--- src/rtl/bitstream_bank_loader.sv ---
// bitstream_bank_loader
//    Configuration front-end for the fabric memory bank. Collects the
//    bitstream one DATA_W-bit beat at a time into a full bit-line row, then
//    strobes that row's one-hot word line, row after row, and finally raises
//    cfg_done so the fabric's global_resetn can be released.
//
// Ports:
//    clk, reset          configuration clock, asynchronous active-high reset
//    start               single-cycle request to begin a full configuration
//    s_valid/s_data      input stream word
//    s_ready             loader accepts a word this cycle
//    bl_config_region_0  bit-line drive, beat k bit j -> bl[k*DATA_W + j]
//    wl_config_region_0  one-hot word-line drive (high only in PULSE)
//    row_idx             row currently being filled or written
//    busy                configuration in progress
//    cfg_done            all rows written; held until next start or reset
module bitstream_bank_loader #(
   parameter int BL_W      = 514,
   parameter int WL_W      = 407,
   parameter int DATA_W    = 32,
   parameter int PULSE_CYC = 2,
   parameter int GAP_CYC   = 1
) (
   input  logic                     clk,
   input  logic                     reset,
   input  logic                     start,
   input  logic                     s_valid,
   input  logic [DATA_W-1:0]        s_data,
   output logic                     s_ready,
   output logic [0:BL_W-1]          bl_config_region_0,
   output logic [0:WL_W-1]          wl_config_region_0,
   output logic [$clog2(WL_W)-1:0]  row_idx,
   output logic                     busy,
   output logic                     cfg_done
);

   localparam int WPR  = (BL_W + DATA_W - 1) / DATA_W;
   localparam int BCW  = (WPR > 1) ? $clog2(WPR) : 1;
   localparam int TMAX = (PULSE_CYC > GAP_CYC) ? PULSE_CYC : GAP_CYC;
   localparam int TCW  = (TMAX > 1) ? $clog2(TMAX) : 1;
   localparam int RW   = $clog2(WL_W);

   typedef enum logic [2:0] {IDLE, FILL, PULSE, GAP, DONE} state_t;

   state_t          state, state_nxt;
   logic [BCW-1:0]  beat_cnt;
   logic [TCW-1:0]  tmr;
   logic            beat_fire, last_beat, pulse_end, gap_end, last_row;
   logic [0:BL_W-1] wr_en, wr_bit;

   assign beat_fire = (state == FILL) && s_valid;
   assign last_beat = (beat_cnt == BCW'(WPR - 1));
   assign pulse_end = (tmr == TCW'(PULSE_CYC - 1));
   assign gap_end   = (tmr == TCW'(GAP_CYC - 1));
   assign last_row  = (row_idx == RW'(WL_W - 1));

   // Static bit map: each bl bit belongs to exactly one beat/bit position.
   // Positions past BL_W in the final beat simply have no bl bit to land in.
   for (genvar g = 0; g < BL_W; g++) begin : g_map
      assign wr_en[g]  = beat_fire && (beat_cnt == BCW'(g / DATA_W));
      assign wr_bit[g] = s_data[g % DATA_W];
   end

   // State register
   always_ff @(posedge clk or posedge reset) begin
      if (reset) state <= IDLE;
      else       state <= state_nxt;
   end

   // Next-state logic
   always_comb begin
      state_nxt = state;
      case (state)
         IDLE:    if (start) state_nxt = FILL;
         FILL:    if (beat_fire && last_beat) state_nxt = PULSE;
         PULSE:   if (pulse_end) state_nxt = GAP;
         GAP:     if (gap_end) state_nxt = last_row ? DONE : FILL;
         DONE:    if (start) state_nxt = FILL;
         default: state_nxt = IDLE;
      endcase
   end

   // Outputs. wl is decoded straight from the state register so it falls
   // together with the asynchronous reset, never waiting for a clock.
   always_comb begin
      s_ready            = (state == FILL);
      busy               = (state == FILL) || (state == PULSE) || (state == GAP);
      cfg_done           = (state == DONE);
      wl_config_region_0 = '0;
      if (state == PULSE) wl_config_region_0[row_idx] = 1'b1;
   end

   // Datapath: beat/row counters, pulse/gap timer, bit-line row
   always_ff @(posedge clk or posedge reset) begin
      if (reset) begin
         beat_cnt           <= '0;
         tmr                <= '0;
         row_idx            <= '0;
         bl_config_region_0 <= '0;
      end else begin
         case (state)
            IDLE, DONE: begin
               if (start) begin
                  beat_cnt           <= '0;
                  tmr                <= '0;
                  row_idx            <= '0;
                  bl_config_region_0 <= '0;
               end
            end
            FILL: begin
               tmr <= '0;
               if (beat_fire) begin
                  bl_config_region_0 <= (bl_config_region_0 & ~wr_en) | (wr_bit & wr_en);
                  beat_cnt           <= last_beat ? '0 : beat_cnt + BCW'(1);
               end
            end
            PULSE: tmr <= pulse_end ? '0 : tmr + TCW'(1);
            GAP: begin
               if (gap_end) begin
                  tmr      <= '0;
                  beat_cnt <= '0;
                  // Last row: release the bit lines; row_idx parks on WL_W-1.
                  if (last_row) bl_config_region_0 <= '0;
                  else          row_idx <= row_idx + RW'(1);
               end else begin
                  tmr <= tmr + TCW'(1);
               end
            end
            default: ;
         endcase
      end
   end

endmodule

--- config.mk ---
export PLATFORM = sky130hd
export DESIGN_NAME = bitstream_bank_loader
export DESIGN_NICKNAME = d
export VERILOG_FILES = /design/src/rtl/bitstream_bank_loader.sv
export SDC_FILE = /design/constraint.sdc
export NUM_CORES = 2
export LEC_CHECK = 0
export ABC_AREA = 1
export BUFFER_PORTS_ARGS = -buffer_cell sky130_fd_sc_hd__buf_2
export CORE_AREA = 2 2 372 374
export DETAILED_ROUTE_END_ITERATION = 8
export DIE_AREA = 0 0 374 376
export GPL_ROUTABILITY_DRIVEN = 0
export GPL_TIMING_DRIVEN = 0
export PLACE_DENSITY_LB_ADDON = 0.2
export SLEW_MARGIN = 20
export SYNTH_ARGS = -nofsm -noshare
export SYNTH_HDL_FRONTEND = slang
export SYNTH_SLANG_ARGS = --single-unit
--- constraint.sdc ---
create_clock -name clk -period 22.4 [get_ports clk]
set_input_delay 4.48 -clock clk [delete_from_list [all_inputs] [get_ports clk]]
set_output_delay 4.48 -clock clk [all_outputs]
set_load 0.02 [all_outputs]
==> Word level (Yosys, flattened, before mapping) <==
Cells that the tools add are included.
Widths: inputs -> output; s select.
{ "classes": {"n_eq_ne": 28, "n_mux": 27, "n_bitwise": 5, "add_sub_neg": 3, "order_cmp": 2, "n_reduce_logical": 32} }
{ "ops": {"columns": ["cell", "n"], "rows": [
  ["$mux 514", 4],
  ["$pmux 514 s3", 1],
  ["$and 514x514->514", 2],
  ["$not 514->514", 1],
  ["$or 514x514->514", 1],
  ["$mux 407", 1],
  ["$eq 5x4->1 const B", 8],
  ["$mux 9", 3],
  ["$eq 5x3->1 const B", 4],
  ["$mux 5", 4],
  ["$logic_and 1x1->1", 19],
  ["$pmux 9 s2", 1],
  ["$mux 3", 5],
  ["$pmux 5 s3", 1],
  ["$pmux 3 s4", 1],
  ["$reduce_and 4->1", 3],
  ["$eq 5x2->1 const B", 2],
  ["$ge 10x10->1 const B", 1],
  ["$lt 10x1->1 const B", 1],
  ["$not 9->10", 1],
  ["$add 9x1->9 const B", 1],
  ["$demux 1 s9", 1],
  ["$eq 9x9->1 const B", 1],
  ["$ne 2x2->1 const B", 4],
  ["19 further kinds", 26]
]} }
{ "word_totals": {"elab_cells": 102, "in_bits": 36, "output_inout_bits": 933, "ff_bits": 532} }

==> Depth between registers and ports, before layout <==
{ "depth": {"ltp_word": 8, "depth_mapped": 12, "depth_no_buf": 9} }

==> Worst setup path before layout <==
Ideal clock, no wire load.
{ "synth_timing": {"path_type": "register to output", "from": "register row_idx[4]", "to": "output port wl_config_region_0[386] in the netlist's numbering", "required_ns": 17.920, "path_slack_ns": 16.186, "t_arrival_ns": 1.734, "stages_incl_launch_ff": 6, "path_buffers": 2, "cell_sequence": "dfrtp_1 > buf_2 > nor2_1 > nand4_1 > clkbuf_1 > nor2_1"} }
{ "synth_via": {"elab_chain_len": 6, "word_cells_on_any_way": 7, "classes_between": "order compare: 2; mux: 3; bitwise: 1; reduce/logical: 1"} }
{ "synth_lines": {"columns": ["item", "line_no", "source"], "rows": [
  ["start, declared", "32", "output logic [$clog2(WL_W)-1:0] row_idx,"],
  ["start signal, assigned", "124", "else row_idx <= row_idx + RW'(1);"],
  ["$not 9->10 (implied by the code) *", "90", "if (state == PULSE) wl_config_region_0[row_idx] = 1'b1;"],
  ["$ge 10x10->1 (implied by the code) / $lt 10x1->1 (equally long branches)", "90", null],
  ["$logic_and 1x1->1 (implied by the code)", "90", null],
  ["$mux 1 (implied by the code)", "90", null],
  ["$demux 1 s9 *", "90", null],
  ["$mux 407 *", "90", null],
  ["end, declared", "31", "output logic [0:WL_W-1] wl_config_region_0,"]
]} }
Mark *: on every way between the ends. The rest lies on a longest branch, timed or not.

==> Final worst setup path <==
{ "layout_timing": {"from": "register state[2]", "to": "output port wl_config_region_0[289] in the netlist's numbering"} }
{ "layout_via": {"elab_chain_len": 2} }
{ "layout_lines": {"columns": ["item", "line_no", "source"], "rows": [
  ["start, declared", "45", "state_t state, state_nxt;"],
  ["start signal, assigned", "67", "else state <= state_nxt;"],
  ["$eq 3x2->1", "90", null],
  ["$mux 407", "90", null]
]} }
Every way passes these cells.

==> results.toml <==
[synth]
yosysWarnings = 0
synthTopCellsByCount = "nand2_1, inv_1, dfrtp_1"
seq_area_frac_synth_pct = 51.8
yosys.area.top_type = "dfrtp_1"
synth-seq-cells = 532
synth_top_area_share_pct = 51.8
synth_nets = 3608
postSynth.asyncResetShare_pct = 100
synth_cells = 3563
synth_area_leaders = "dfrtp_1, nand2_1, inv_1, o21ai_0, nor2_1"
synth_most_common_cell = "nand2_1"
synth-edff-count = 0
syn_area_per_cell_sq_um = 7.21
synth_ff_type = "dfrtp_1"
synth_area_sq_um = 25700
synth.distinct_cells = 27

[route]
antenna_left = 0
drt_iter0_drc = 2314
via_per_inst = 4.26
routedWlPerCell_microns = 23.2
routed_wl_microns = 150000
first_pass_iters = 5
drcViolationCount = 0
vias = 27600

[floorplan]
die_h_microns = 376
pin_count = 969
initial_core_util_pct = 18.8
die_width_microns = 374
fp-row-count = 136
core_sq_um = 137000
die_area_sq_um = 141000

[timing]
whs_ns = 0.504
timing.final.crit_share_pct = 36.5
slew_headroom_pct = 13.5
worstMarginPinSlew_ns = 1.30
hold_viol = 0
fmax_mhz = 122
setup_violations = 0
period_minus_slack_ns = 8.17
setup_slack_ns = 14.23
skew_ns = 0.0334
drv_slew = 0
grt_setup_unrepaired = "false"

[clocking]
clk_pin_slew_worst_paths_ns = 0.06
clock_sinks = 532
post-cts-setup-buffer-count = 0
insertion_delay_ns = 0.67
cts.repair.resized = 0
cts.htree.levels = 3
hold_buffers = 0
clock_path_buffers = 3
cts-root-buf = "clkbuf_16"
cts_buffers = 71
cts_tree = "built"

[power_and_ir_drop]
power_w = 0.00320
power.leakage_nw = 22.2
vdd_drop_max_uv = 51.4
p_per_area_nw_per_um2 = 90.6

[placed_design]
placement.io_buffers = 968
dp_hpwl_microns = 116000
dpl_cell_area_sq_um = 33000
dp_slack_ns = 14.99

[critical_path]
worstSetupPathType = "flop to primary output"
crit_path_start_kind = "flop"
critPathCaptureType = "primary output"
worst-r2r-setup-slack_ns = 19.32
critPathArrivalTime_ns = 3.69
cp.required_ns = 17.92
crit_fanout = 10

[final_layout]
area_growth_syn_to_layout_pct = 37.5
nNetsFinal = 4656
drive_gt1_share_pct = 26.0
final_cell_area_sq_um = 35300
fillCellCount = 15500

[worst_hold_path]
hold_path.class = "flop to flop"

[job]
cap_violations = 0

[grt]
grt_max_degree = 95
grt_pass1_vias = 25700
grt_pass1_wl_microns = 207000
grt_overflow_total = 0
antenna_found_initial = 18
grt_usage_pct = 20.6

[run_status]
run_status = "finished, final reports clean"
critical path: stages, from the launching register on:
cell and delay [ns]:
dfrtp_1 0.41, inv_2 0.12, nand2_1 0.09, nor2_2 0.24, inv_1 0.15, nor2_1 0.22, nand2_1 0.52, clkbuf_1 0.65
nor2_1 0.38, buf_2 0.23
stage by stage:
stage / utilization [%] / setup TNS [ns] / std cells
global placement: 24.0 / -3076.33 / 6325
detailed placement: 24.1 / 0 / 6331
floorplan: - / 0 / 3563
finish: 25.9 / 0 / 6464
CTS: 25.8 / 0 / 6455
global route: 25.8 / 0 / 6457
cells in the final DEF, fill, tap and decap left out, types with 10 or more instances in the layout:
cell type | Yosys | routed
buf_2 | 93 | 1061
clkbuf_1 | 154 | 151
clkbuf_16 | 0 | 72
clkbuf_2 | 2 | 21
clkbuf_8 | 0 | 10
clkinv_2 | 0 | 12
dfrtp_1 | 532 | 532
inv_1 | 587 | 586
nand2_1 | 1125 | 1125
nand3_1 | 18 | 18
nor2_1 | 495 | 495
nor3_1 | 18 | 18
o21ai_0 | 408 | 408
o21ai_1 | 90 | 90
metal layers:
layer  vias up  track usage (%)  routed length (microns)
met5         -                0                        0
met4         0             3.83                     2620
met3       154             9.03                    17400
met2      1219             30.3                    63000
met1     13500             28.0                    66800
li1      12700                -                        -
state kept, by name, indices dropped and copies added, names as in the netlist:
| name | flops |
|---|---|
| state | 3 |
| beat_cnt | 5 |
| bl_config_region_0 | 514 |
| pulse_end | 1 |
| row_idx | 9 |
cell type report:
cell class | instances | area, sq um | share of cell area [%]
timing repair buffer | 975 | 5020 | 14.2
antenna | 8 | 20.0 | 0.0567
clock inverter | 26 | 317 | 0.896
inverter | 589 | 2220 | 6.28
sequential | 532 | 13300 | 37.7
buffer | 251 | 1090 | 3.09
multi-input combinational | 2191 | 9110 | 25.8
tap | 1794 | 2240 | 6.35
clock buffer | 98 | 2000 | 5.66
kinds of logic (layout without fill, tap and decap cells):
logic type               count (synthesis)  in the layout  synth area share (%)
AND/OR/NAND/NOR                       1676           1676                  25.1
buffers and inverters                  840           1939                  12.8
flip-flops                             532            532                  51.8
AO/OA/AOI/OAI                          502            502                  9.78
adder cells (fa/ha/maj)                  9              9                 0.438
XOR/XNOR                                 4              4                 0.136
other                                    0              8                     0
where the power goes:
| part | switching [W] | internal [W] | total, W |
|---|---|---|---|
| clock network | 0.000476 | 0.000693 | 0.00117 |
| registers | 0.0000450 | 0.00104 | 0.00108 |
| logic | 0.000759 | 0.000191 | 0.000950 |
worst paths after layout:
kind	from	endpoint	depth (start not counted)
max	state[2]	wl_config_region_0[289]	9
max reg2reg	row_idx[0]	bl_config_region_0[451]	12
min	pulse_end	pulse_end	2
max in group asynchronous	reset	bl_config_region_0[483]	5
min in group asynchronous	reset	bl_config_region_0[214]	2
min reg2reg	pulse_end	pulse_end	2
No activity file was read; power rests on OpenSTA's default activity.
